$ cat src/rtl/uart_tx_fifo_if.sv
// Host-side push port and line/status outputs of the buffered 8N1 UART transmitter.
// i_data_byte is accepted on a rising edge where i_data_valid && o_ready; when o_ready is low the push is dropped.
interface uart_tx_fifo_if;
  logic       i_data_valid;
  logic [7:0] i_data_byte;
  logic       o_ready;
  logic       o_tx;
  logic       o_busy;
  logic       o_done;
  logic [1:0] dbg_state;

  modport master (
    output i_data_valid, i_data_byte,
    input  o_ready, o_tx, o_busy, o_done, dbg_state
  );

  modport slave (
    input  i_data_valid, i_data_byte,
    output o_ready, o_tx, o_busy, o_done, dbg_state
  );
endinterface

$ cat src/rtl/uart_tx_fifo.sv
// 8N1 UART transmitter fed by a small byte FIFO; frames are sent LSB-first and
// back-to-back whenever the FIFO holds more data at the end of a stop bit.
module uart_tx_fifo #(
  parameter int CLKS_PER_BIT = 868,
  parameter int FIFO_DEPTH   = 4
) (
  input  logic           clock,
  input  logic           reset,
  uart_tx_fifo_if.slave  bus
);

  localparam int              AW       = $clog2(FIFO_DEPTH);
  localparam logic [AW:0]     FULL_CNT = FIFO_DEPTH[AW:0];
  localparam logic [15:0]     LAST_CNT = 16'(CLKS_PER_BIT - 1);

  typedef enum logic [1:0] {
    S_IDLE  = 2'd0,
    S_START = 2'd1,
    S_DATA  = 2'd2,
    S_STOP  = 2'd3
  } state_e;

  logic [7:0]    mem_q [FIFO_DEPTH];
  logic [AW-1:0] wr_ptr_q, rd_ptr_q;
  logic [AW:0]   count_q;
  logic          ready;
  logic          empty;
  logic          push;
  logic          pop;

  state_e        state_q, state_d;
  logic [15:0]   cnt_q, cnt_d;
  logic [2:0]    bit_idx_q, bit_idx_d;
  logic [7:0]    tx_byte_q, tx_byte_d;
  logic          tx_q, tx_d;

  assign ready = (count_q != FULL_CNT);
  assign empty = (count_q == '0);
  assign push  = bus.i_data_valid & ready;

  assign bus.o_ready   = ready;
  assign bus.o_tx      = tx_q;
  assign bus.o_busy    = (state_q != S_IDLE);
  assign bus.o_done    = (state_q == S_STOP) && (cnt_q == LAST_CNT);
  assign bus.dbg_state = state_q;

  // Storage carries no reset; only pointers and count define what is valid.
  always_ff @(posedge clock) begin
    if (push) mem_q[wr_ptr_q] <= bus.i_data_byte;
  end

  always_ff @(posedge clock or posedge reset) begin
    if (reset) begin
      wr_ptr_q <= '0;
      rd_ptr_q <= '0;
      count_q  <= '0;
    end else begin
      if (push) wr_ptr_q <= wr_ptr_q + AW'(1);
      if (pop)  rd_ptr_q <= rd_ptr_q + AW'(1);
      case ({push, pop})
        2'b10:   count_q <= count_q + (AW+1)'(1);
        2'b01:   count_q <= count_q - (AW+1)'(1);
        default: count_q <= count_q;
      endcase
    end
  end

  always_ff @(posedge clock or posedge reset) begin
    if (reset) begin
      state_q   <= S_IDLE;
      cnt_q     <= '0;
      bit_idx_q <= '0;
      tx_byte_q <= '0;
      tx_q      <= 1'b1;
    end else begin
      state_q   <= state_d;
      cnt_q     <= cnt_d;
      bit_idx_q <= bit_idx_d;
      tx_byte_q <= tx_byte_d;
      tx_q      <= tx_d;
    end
  end

  // tx_d is the line level for the cycle after this edge, so o_tx stays registered.
  always_comb begin
    state_d   = state_q;
    cnt_d     = cnt_q;
    bit_idx_d = bit_idx_q;
    tx_byte_d = tx_byte_q;
    tx_d      = 1'b1;
    pop       = 1'b0;
    case (state_q)
      S_IDLE: begin
        cnt_d = '0;
        if (!empty) begin
          pop       = 1'b1;
          tx_byte_d = mem_q[rd_ptr_q];
          state_d   = S_START;
          tx_d      = 1'b0;
        end
      end
      S_START: begin
        if (cnt_q == LAST_CNT) begin
          cnt_d     = '0;
          bit_idx_d = '0;
          state_d   = S_DATA;
          tx_d      = tx_byte_q[0];
        end else begin
          cnt_d = cnt_q + 16'd1;
          tx_d  = 1'b0;
        end
      end
      S_DATA: begin
        if (cnt_q == LAST_CNT) begin
          cnt_d = '0;
          if (bit_idx_q == 3'd7) begin
            state_d = S_STOP;
            tx_d    = 1'b1;
          end else begin
            bit_idx_d = bit_idx_q + 3'd1;
            tx_d      = tx_byte_q[bit_idx_q + 3'd1];
          end
        end else begin
          cnt_d = cnt_q + 16'd1;
          tx_d  = tx_byte_q[bit_idx_q];
        end
      end
      S_STOP: begin
        if (cnt_q == LAST_CNT) begin
          cnt_d = '0;
          if (!empty) begin
            pop       = 1'b1;
            tx_byte_d = mem_q[rd_ptr_q];
            state_d   = S_START;
            tx_d      = 1'b0;
          end else begin
            state_d = S_IDLE;
          end
        end else begin
          cnt_d = cnt_q + 16'd1;
        end
      end
      default: begin
        state_d   = S_IDLE;
        cnt_d     = '0;
        bit_idx_d = '0;
      end
    endcase
  end

endmodule

$ cat src/flat_wrapper.sv
// flat-port wrapper written by rule: the top's interface ports become plain ports
module uart_tx_fifo_flat 
#(
  parameter int CLKS_PER_BIT = 868,
  parameter int FIFO_DEPTH   = 4
)
  (clock, reset, bus_i_data_valid, bus_i_data_byte, bus_o_ready, bus_o_tx, bus_o_busy, bus_o_done, bus_dbg_state);
  uart_tx_fifo_if bus_i ();
  input  logic clock;
  input  logic reset;
  input wire logic [$bits(bus_i.i_data_valid)-1:0] bus_i_data_valid;
  input wire logic [$bits(bus_i.i_data_byte)-1:0] bus_i_data_byte;
  output wire logic [$bits(bus_i.o_ready)-1:0] bus_o_ready;
  output wire logic [$bits(bus_i.o_tx)-1:0] bus_o_tx;
  output wire logic [$bits(bus_i.o_busy)-1:0] bus_o_busy;
  output wire logic [$bits(bus_i.o_done)-1:0] bus_o_done;
  output wire logic [$bits(bus_i.dbg_state)-1:0] bus_dbg_state;
  assign bus_i.i_data_valid = bus_i_data_valid;
  assign bus_i.i_data_byte = bus_i_data_byte;
  assign bus_o_ready = bus_i.o_ready;
  assign bus_o_tx = bus_i.o_tx;
  assign bus_o_busy = bus_i.o_busy;
  assign bus_o_done = bus_i.o_done;
  assign bus_dbg_state = bus_i.dbg_state;
  uart_tx_fifo #(.CLKS_PER_BIT(CLKS_PER_BIT), .FIFO_DEPTH(FIFO_DEPTH)) u_core (.clock(clock), .reset(reset), .bus(bus_i));
endmodule
$ cat config.mk
export PLATFORM = sky130hd
export DESIGN_NAME = uart_tx_fifo_flat
export DESIGN_NICKNAME = d
export VERILOG_FILES = /design/src/rtl/uart_tx_fifo_if.sv /design/src/rtl/uart_tx_fifo.sv /design/src/flat_wrapper.sv
export SDC_FILE = /design/constraint.sdc
export NUM_CORES = 1
export LEC_CHECK = 0
export ABC_AREA = 0
export CORE_UTILIZATION = 45
export DETAILED_ROUTE_END_ITERATION = 12
export SYNTH_ARGS = -nofsm -noshare
export SYNTH_HDL_FRONTEND = slang
export SYNTH_SLANG_ARGS = --single-unit
$ cat constraint.sdc
create_clock -name clock -period 8 [get_ports clock]
set_input_delay 2 -clock clock [delete_from_list [all_inputs] [get_ports clock]]
set_output_delay 2 -clock clock [all_outputs]
set_load 0.05 [all_outputs]
==> impl_metrics.yaml <==
run_status:
  status: "finished, final reports clean"
critical_path:
  crit_path_max_fanout: 5
  slowest_delay_ps: 810
  worstReg2RegEnd: "u_core.count_q[2]"
  critPathCapture: "bus_o_done"
  path_delay_family: "simple AND/OR/NAND/NOR gates"
  crit_start: "u_core.cnt_q[10]"
  cp_data_required_time_ps: 6000
  r2r_slack_ps: 4860
  path_cells: "or4b_4 -> nor4_1 -> and2_1 -> clkdlybuf4s50_1"
  critPathKind: "reg2out"
  worst-path-buf-inv: 1
  critPathLaunchType: "flip-flop"
  crit_arrival_ps: 3030
  path_depth: 4
  rr_worst_depth: 10
  worst_setup_path_end_kind: "output port"
  reg2reg_from: "u_core.cnt_q[10]"
  worst_path_max_delay_cell: "clkdlybuf4s50_1"
yosys:
  yosysWarnings: 0
  synth_edf_count: 32
  synth-seq-cells: 69
  synth_area_leaders: "edfxtp_1, dfrtp_1, mux4_2"
  synth_seq_area_share_pct: 56.56
  syn-num-nets: 275
  async_reset_ff_share_pct: 53.62
  netlist.area_leader.share_pct: 28.79
  yosys-top-cells-count: "dfrtp_1, edfxtp_1, inv_1, nor2_1, ha_1"
  yosys.area.top_type: "edfxtp_1"
  syn_inst: 250
  synth-main-ff-cell: "dfrtp_1"
  syn_area_per_cell_um2: 13.35
  synthMostInstantiatedCell: "dfrtp_1"
  syn-cell-area_um2: 3338
  yosysUniqueCellTypes: 46
sta:
  rsz0062_at_grt: "no"
  clock.fmax_ghz: 0.1988
  setup_viol: 0
  skew_ps: 11.08
  worst_pin_slew_ps: 662.8
  max-slew-margin-rel_pct: 55.41
  fin_crit_ps: 5031
  drv_slew: 0
  fin_crit_sh_pct: 62.88
  hold_viol_final: 0
  setup_tns_ps: 0
detailed_routing:
  drc: 0
  drt-total-wl_um: 5746
  via_per_inst: 5.325
  ant_nets: 0
  routedWlPerCell_um: 15.32
  drt_iter0_markers: 122
  num_vias: 1997
  drt_pass1_iterations: 4
floorplan:
  core_um2: 7214
  die_area_um2: 7767
  start_util_pct: 46.27
  io_pins: 17
  row_count: 31
  dieWidth_um: 88.13
  die_y_um: 88.13
clocking:
  cts_hold_buf: 0
  cts-root-buf: "clkbuf_8"
  postCtsResizedCells: 0
  post_cts_buffers: 0
  clock_latency_ps: 340
  cts_tree: "yes"
  htree_levels: 3
  clk_pin_slew_ps: 80
  cts_sinks: 69
  cts.path.max_buffers: 2
  numCtsBuffers: 9
layout:
  final_area_um2: 3816
  regArea_um2: 1888
  fin_nets: 296
  layout-drive-gt1-share_pct: 16.67
  n_fill_cell: 643
  synthToLayoutAreaGrowth_pct: 14.32
  antenna_cells: 0
  multi_input_area_um2: 1348
global_routing:
  overflow: 0
  antenna_found_initial: 0
  grt_pass1_vias: 1868
  grt_pass1_wl_um: 9556
  grt_use_total_pct: 16.92
  grt_max_degree: 38
placed_design:
  finalWeightedCongestion: 0.7526
  dp_hpwl_um: 3892
  place_area_um2: 3587
  port-buffer-count: 16
power:
  power.density_nw_per_um2: 228.8
  p_leak_nw: 1.515
  ir_drop_mv: 0.1854
hold_path:
  hold_class: "reg2reg"
  min_delay_path_depth: 1
flow_run:
  maxCapViolCount: 0
==> layout make-up <==
class,count,share of cell area (%)
flip-flops and latches,69,49.48
clock buffers,9,3.246
well taps,99,3.246
clock inverters,7,2.754
inverters,16,1.574
repair buffers,17,4.393
multi-input cells,158,35.31
==> placed cells by master, fill, tap and decap left out, drive strengths merged, types with 4 or more instances in the layout <==
master         netlist  routed
a21oi                5       5
a22o                 4       4
and3                 6       6
clkbuf               2       9
clkdlybuf4s50        0      16
dfrtp               36      36
edfxtp              32      32
ha                  13      13
inv                 16      19
mux2                11      11
mux4                11      11
nand2               11      11
nand3                8       8
nor2                15      15
nor4                 5       5
o21ai               11      11
or3                  9       9
xnor2                9       9
xor2                 6       6
==> registers in the layout, summed over array words and instances, names as in the netlist <==
signal,count
u_core.bus.dbg_state,2
u_core.cnt_q,16
u_core.tx_byte_q,8
u_core.bit_idx_q,3
u_core.bus.o_tx,1
u_core.count_q,3
u_core.rd_ptr_q,2
u_core.mem_q,32
u_core.wr_ptr_q,2
==> power by group <==
part / internal (W) / leakage (nW) / switching (W)
clock: 0.000180 / 0.112 / 0.000144
sequential: 0.000421 / 0.756 / 0.0000190
combinational: 0.0000437 / 0.646 / 0.0000651
total: 0.000645 / 1.51 / 0.000228
==> logic make-up after synthesis <==
logic type / Yosys count / share of synthesized area (%)
flops: 69 / 56.56
fa+ha+maj: 14 / 5.472
compound gates: 32 / 6.447
mux: 24 / 12.63
xor+xnor: 15 / 3.936
buf+inv: 23 / 3.074
simple gates: 73 / 11.88
==> worst min path at each step <==
stage,start,end,slack [ps]
2_1_floorplan,u_core.cnt_q[0],u_core.cnt_q[0],470
3_3_place_gp,u_core.cnt_q[0],u_core.cnt_q[0],490
3_5_place_dp,u_core.cnt_q[0],u_core.cnt_q[0],510
4_1_cts,u_core.cnt_q[0],u_core.cnt_q[0],520
5_1_grt,u_core.cnt_q[0],u_core.cnt_q[0],550
6_report,u_core.cnt_q[0],u_core.cnt_q[0],520
==> routing by layer <==
metal,wire length [um],GRT usage (%),up-vias
met2,2630,24.52,37
li1,-,-,975
met4,76,5.279,0
met1,2841,24.07,980
met5,0,0,-
met3,197,5.844,5
==> through the flow <==
step,std cells,power [W],setup WS (ps),utilization [%],hold WS [ps]
global route,375,0.0009173,2807,52.90,547.3
floorplan,250,0.0005209,4082,-,474.5
finish,375,0.0008733,2969,52.90,518.4
detailed placement,359,0.0005598,3319,49.72,506.1
global placement,359,0.0005562,3371,49.72,494.5
CTS,375,0.0008868,2935,52.90,520.5
Note: power is estimated with default switching activity, not from simulation.
